===== src/rtl/rx_bit_packer.sv =====
`default_nettype none
// ============================================================================
// Module   : rx_bit_packer
// Purpose  : Packs demapped dibits MSB-first into bytes, tags the last byte of
//            each OFDM symbol and buffers them in a small ready/valid FIFO.
// Revision : 1.0 - initial release
// ============================================================================
module rx_bit_packer #(
    parameter int raw_symbol_length_g = 128,
    parameter int fifo_depth_g        = 8
) (
    input  logic                              sys_clk,
    input  logic                              sys_rst,
    input  logic                              sys_init,
    input  logic [1:0]                        rx_rcv_data,
    input  logic                              rx_rcv_data_valid,
    output logic [7:0]                        byte_data,
    output logic                              byte_valid,
    input  logic                              byte_ready,
    output logic                              byte_last,
    output logic [$clog2(fifo_depth_g):0]     fifo_level,
    output logic                              overflow
);

    localparam int              c_PW       = $clog2(fifo_depth_g);
    localparam int              c_SW       = $clog2(raw_symbol_length_g);
    localparam logic [c_SW-1:0] c_SYM_LAST = c_SW'(raw_symbol_length_g - 2);
    localparam logic [c_SW-1:0] c_SYM_STEP = c_SW'(2);
    localparam logic [c_PW:0]   c_FULL     = (c_PW + 1)'(fifo_depth_g);
    localparam logic [c_PW:0]   c_LVL_ONE  = (c_PW + 1)'(1);
    localparam logic [c_PW-1:0] c_PTR_ONE  = c_PW'(1);

    logic [5:0]      r_asm;
    logic [1:0]      r_dcnt;
    logic [c_SW-1:0] r_sym;
    logic [c_PW-1:0] r_wptr;
    logic [c_PW-1:0] r_rptr;
    logic [c_PW:0]   r_level;
    logic            r_ovf;
    logic [8:0]      r_mem [fifo_depth_g];

    logic            w_accept;
    logic            w_done;
    logic            w_sym_end;
    logic            w_full;
    logic            w_pop;
    logic            w_push;
    logic            w_drop;
    logic [7:0]      w_byte;

    assign w_accept  = rx_rcv_data_valid && !sys_init;
    assign w_done    = w_accept && (r_dcnt == 2'd3);
    assign w_sym_end = w_accept && (r_sym == c_SYM_LAST);
    assign w_full    = (r_level == c_FULL);
    assign w_pop     = (r_level != '0) && byte_ready && !sys_init;
    // A full FIFO still takes the new byte when the head leaves at the same edge.
    assign w_push    = w_done && (!w_full || w_pop);
    assign w_drop    = w_done && w_full && !w_pop;
    assign w_byte    = {r_asm, rx_rcv_data};

    always_ff @(posedge sys_clk or posedge sys_rst) begin
        if (sys_rst) begin
            r_asm   <= '0;
            r_dcnt  <= '0;
            r_sym   <= '0;
            r_wptr  <= '0;
            r_rptr  <= '0;
            r_level <= '0;
            r_ovf   <= 1'b0;
        end else if (sys_init) begin
            r_asm   <= '0;
            r_dcnt  <= '0;
            r_sym   <= '0;
            r_wptr  <= '0;
            r_rptr  <= '0;
            r_level <= '0;
            r_ovf   <= 1'b0;
        end else begin
            if (w_accept) begin
                r_asm  <= w_byte[5:0];
                r_dcnt <= r_dcnt + 2'd1;
                r_sym  <= w_sym_end ? '0 : r_sym + c_SYM_STEP;
            end
            if (w_push) begin
                r_wptr <= r_wptr + c_PTR_ONE;
            end
            if (w_pop) begin
                r_rptr <= r_rptr + c_PTR_ONE;
            end
            if (w_push && !w_pop) begin
                r_level <= r_level + c_LVL_ONE;
            end else if (!w_push && w_pop) begin
                r_level <= r_level - c_LVL_ONE;
            end
            if (w_drop) begin
                r_ovf <= 1'b1;
            end
        end
    end

    always_ff @(posedge sys_clk) begin
        if (w_push) begin
            r_mem[r_wptr] <= {w_sym_end, w_byte};
        end
    end

    // Head is masked when empty so stale storage never reaches the outputs.
    assign byte_valid = (r_level != '0);
    assign byte_data  = byte_valid ? r_mem[r_rptr][7:0] : 8'h00;
    assign byte_last  = byte_valid && r_mem[r_rptr][8];
    assign fifo_level = r_level;
    assign overflow   = r_ovf;

endmodule
`default_nettype wire


===== config.mk =====
export PLATFORM = sky130hd
export DESIGN_NAME = rx_bit_packer
export DESIGN_NICKNAME = d
export VERILOG_FILES = /design/src/rtl/rx_bit_packer.sv
export SDC_FILE = /design/constraint.sdc
export NUM_CORES = 1
export LEC_CHECK = 0
export CORE_MARGIN = 2
export CORE_UTILIZATION = 50
export CTS_CLUSTER_DIAMETER = 40
export CTS_CLUSTER_SIZE = 8
export DETAILED_ROUTE_END_ITERATION = 10
export GPL_TIMING_DRIVEN = 0
export PLACE_DENSITY_LB_ADDON = 0.25
export SLEW_MARGIN = 10
export SYNTH_ARGS = -nofsm -noshare
export SYNTH_HDL_FRONTEND = slang
export SYNTH_SLANG_ARGS = --single-unit

===== constraint.sdc =====
create_clock -name sys_clk -period 4.4 [get_ports sys_clk]
set_input_delay 1.1 -clock sys_clk [delete_from_list [all_inputs] [get_ports sys_clk]]
set_output_delay 1.1 -clock sys_clk [all_outputs]
set_load 0.005 [all_outputs]

==> flow_summary.ini <==
[synth]
yosysSeqAreaShare = 0.668
synthCells = 257
synth_largest_area_cell = edfxtp_1
synth_top_cell_area_share = 0.518
synthArstFlopShare = 0.258
synth_flop_cell = edfxtp_1
synth_warnings = 0
ys_ff_latch = 97
synth_area_leaders = edfxtp_1, dfrtp_1, mux4_2
ys_types = 36
synth.avg_cell_area_um2 = 16.2
synth_edf_count = 72
syn_area_mm2 = 0.00418
synth_fp_nets = 271

[worst_setup_path]
crit_type = flip-flop to output port
crit_path_end_kind = output port
path_max_fanout = 10
cp-start-kind = flip-flop
worstPathArrival_ns = 2.51
rrSetupSlack_ns = 1.90
worstPathRequired_ns = 3.30

[timing]
fmax_ghz = 0.277
min_period_ns = 3.61
setup_violations = 0
fin_crit_sh = 0.821
fin_skew_ns = 0.0135
hold_viol = 0
tns_ns = 0
rsz0062_at_grt = no
slew_headroom = 0.249
holdWs_ns = 0.491
drv_slew = 0
tightest_slew_ns = 1.12

[finish]
final_common_cell = edfxtp_1
antennaDiodeCount = 0
syn_to_final_growth_pct = 13.2
stdcell_area_mm2 = 0.00473
drive_above_1_share = 0.169
nets = 305
most-common-layout-cells = edfxtp_1, nor2_1, dfrtp_1
fillers = 636

[pwr]
p_leak_nw = 1.66
p_per_area_mw_per_mm2 = 480
ir_drop_mv = 0.331

[cts]
root_buffer = clkbuf_8
cts_buffers = 9
clk_latency_ns = 0.36
post_cts_resized = 0
post_cts_buffers = 0
holdBufCountCts = 0
clkTransAtPathRegs_ns = 0.10
cts_htree_levels = 3
clock-sinks = 97
clock_path_buffers = 2
cts_tree = done

[grt]
grt_first_pass_wirelength_mm = 11.6
grt_remaining_overflow = 0
track_usage = 0.180
grt_max_degree = 26
antenna_found_initial = 0
grt_pass1_vias = 2103

[detailed_routing]
num_vias = 2218
wl_mm = 7.49
antenna_left = 0
drt_iter0_drc = 111
drc_errors = 0
first_pass_iters = 4
wl_per_cell_um = 18.7
routed_via_density = 5.53

[place]
place_hpwl_mm = 4.80
place_congestion = 0.765
place_area_mm2 = 0.00454
io_buffers = 21

[floorplanning]
rows = 33
die_w_um = 95.4
io_pins = 22
initial_core_util = 0.511
dieHeight_um = 95.4
die_area_mm2 = 0.00910
core_mm2 = 0.00818

[flow_run]
cap_violations = 0

[status]
outcome = complete, no violations

[hold_path]
hp-class = flip-flop to flip-flop
-- Yosys cell counts, types with 5 or more instances --
library cell   n
a21oi_1        8
dfrtp_1       25
edfxtp_1      72
ha_1           6
inv_1          6
mux2i_1       19
mux4_2        18
nand2_1        8
nand2b_1       7
nand3_1        5
nor2_1        33
xnor2_1        5
-- report_power, final --
| group | internal, mW | leakage (nW) | total, mW | switching (mW) |
|---|---|---|---|---|
| Sequential | 1.01 | 0.994 | 1.05 | 0.0449 |
| Combinational | 0.373 | 0.571 | 0.672 | 0.299 |
| Clock | 0.221 | 0.0957 | 0.546 | 0.325 |
-- stage by stage --
stage	setup slack (ns)	cells	power [mW]	utilization
after floorplan	1.55	257	1.46	-
after global placement	0.235	383	1.74	0.552
after detailed placement	0.646	385	1.75	0.556
after CTS	0.686	401	2.29	0.578
after global routing	0.556	401	2.39	0.578
final	0.788	401	2.27	0.578
-- state kept, by name, indices dropped and copies added, names as in the netlist --
name	flops
r_dcnt	2
fifo_level	4
r_wptr	3
overflow	1
r_sym	6
r_asm	6
r_rptr	3
r_mem	72
-- routing by layer --
layer	part of all wire	up-vias	routed length (um)	track usage
li1	-	1049	-	-
met1	0.48	1134	3570	0.257
met2	0.49	29	3680	0.282
met3	0.023	6	170	0.0387
met4	0.010	0	75	0.0536
met5	0	-	0	0
-- cell families after synthesis --
logic type | Yosys count | synth area share
compound gates | 19 | 0.0399
flops | 97 | 0.668
xor+xnor | 9 | 0.0189
buf+inv | 18 | 0.0231
mux | 38 | 0.146
simple gates | 69 | 0.0815
fa+ha+maj | 7 | 0.0228
-- path summary, 6_finish.rpt --
kind | endpoint | depth (start not counted) | from
max reg2reg | r_mem[7][2]$_DFFE_PP_ | 5 | r_dcnt[0]$_DFFE_PP0P_
min | r_sym[5]$_DFFE_PP0P_ | 1 | r_sym[5]$_DFFE_PP0P_
min in group asynchronous | overflow$_DFFE_PP0P_ | 2 | sys_rst
max | byte_data[4] | 3 | fifo_level[1]$_DFFE_PP0P_
min reg2reg | r_sym[5]$_DFFE_PP0P_ | 1 | r_sym[5]$_DFFE_PP0P_
max in group asynchronous | r_asm[0]$_DFFE_PP0P_ | 2 | sys_rst
-- worst max-delay path, stage by stage, from the launching register on --
cell and delay, ns:
dfrtp_1 0.54, nor4_2 0.99, nor2_1 0.12, clkdlybuf4s50_1 0.49
-- cell type report --
cell class,count,area [um^2],area share
Buffer,12,73.8,0.0156
Tap cell,105,131,0.0278
Inverter,6,22.5,0.00476
Clock inverter,6,57.6,0.0122
Clock buffer,10,128,0.0270
Multi-Input combinational cell,142,1300,0.275
Timing Repair Buffer,23,225,0.0476
Sequential cell,97,2790,0.590
No activity file was read; power rests on OpenSTA's default activity.
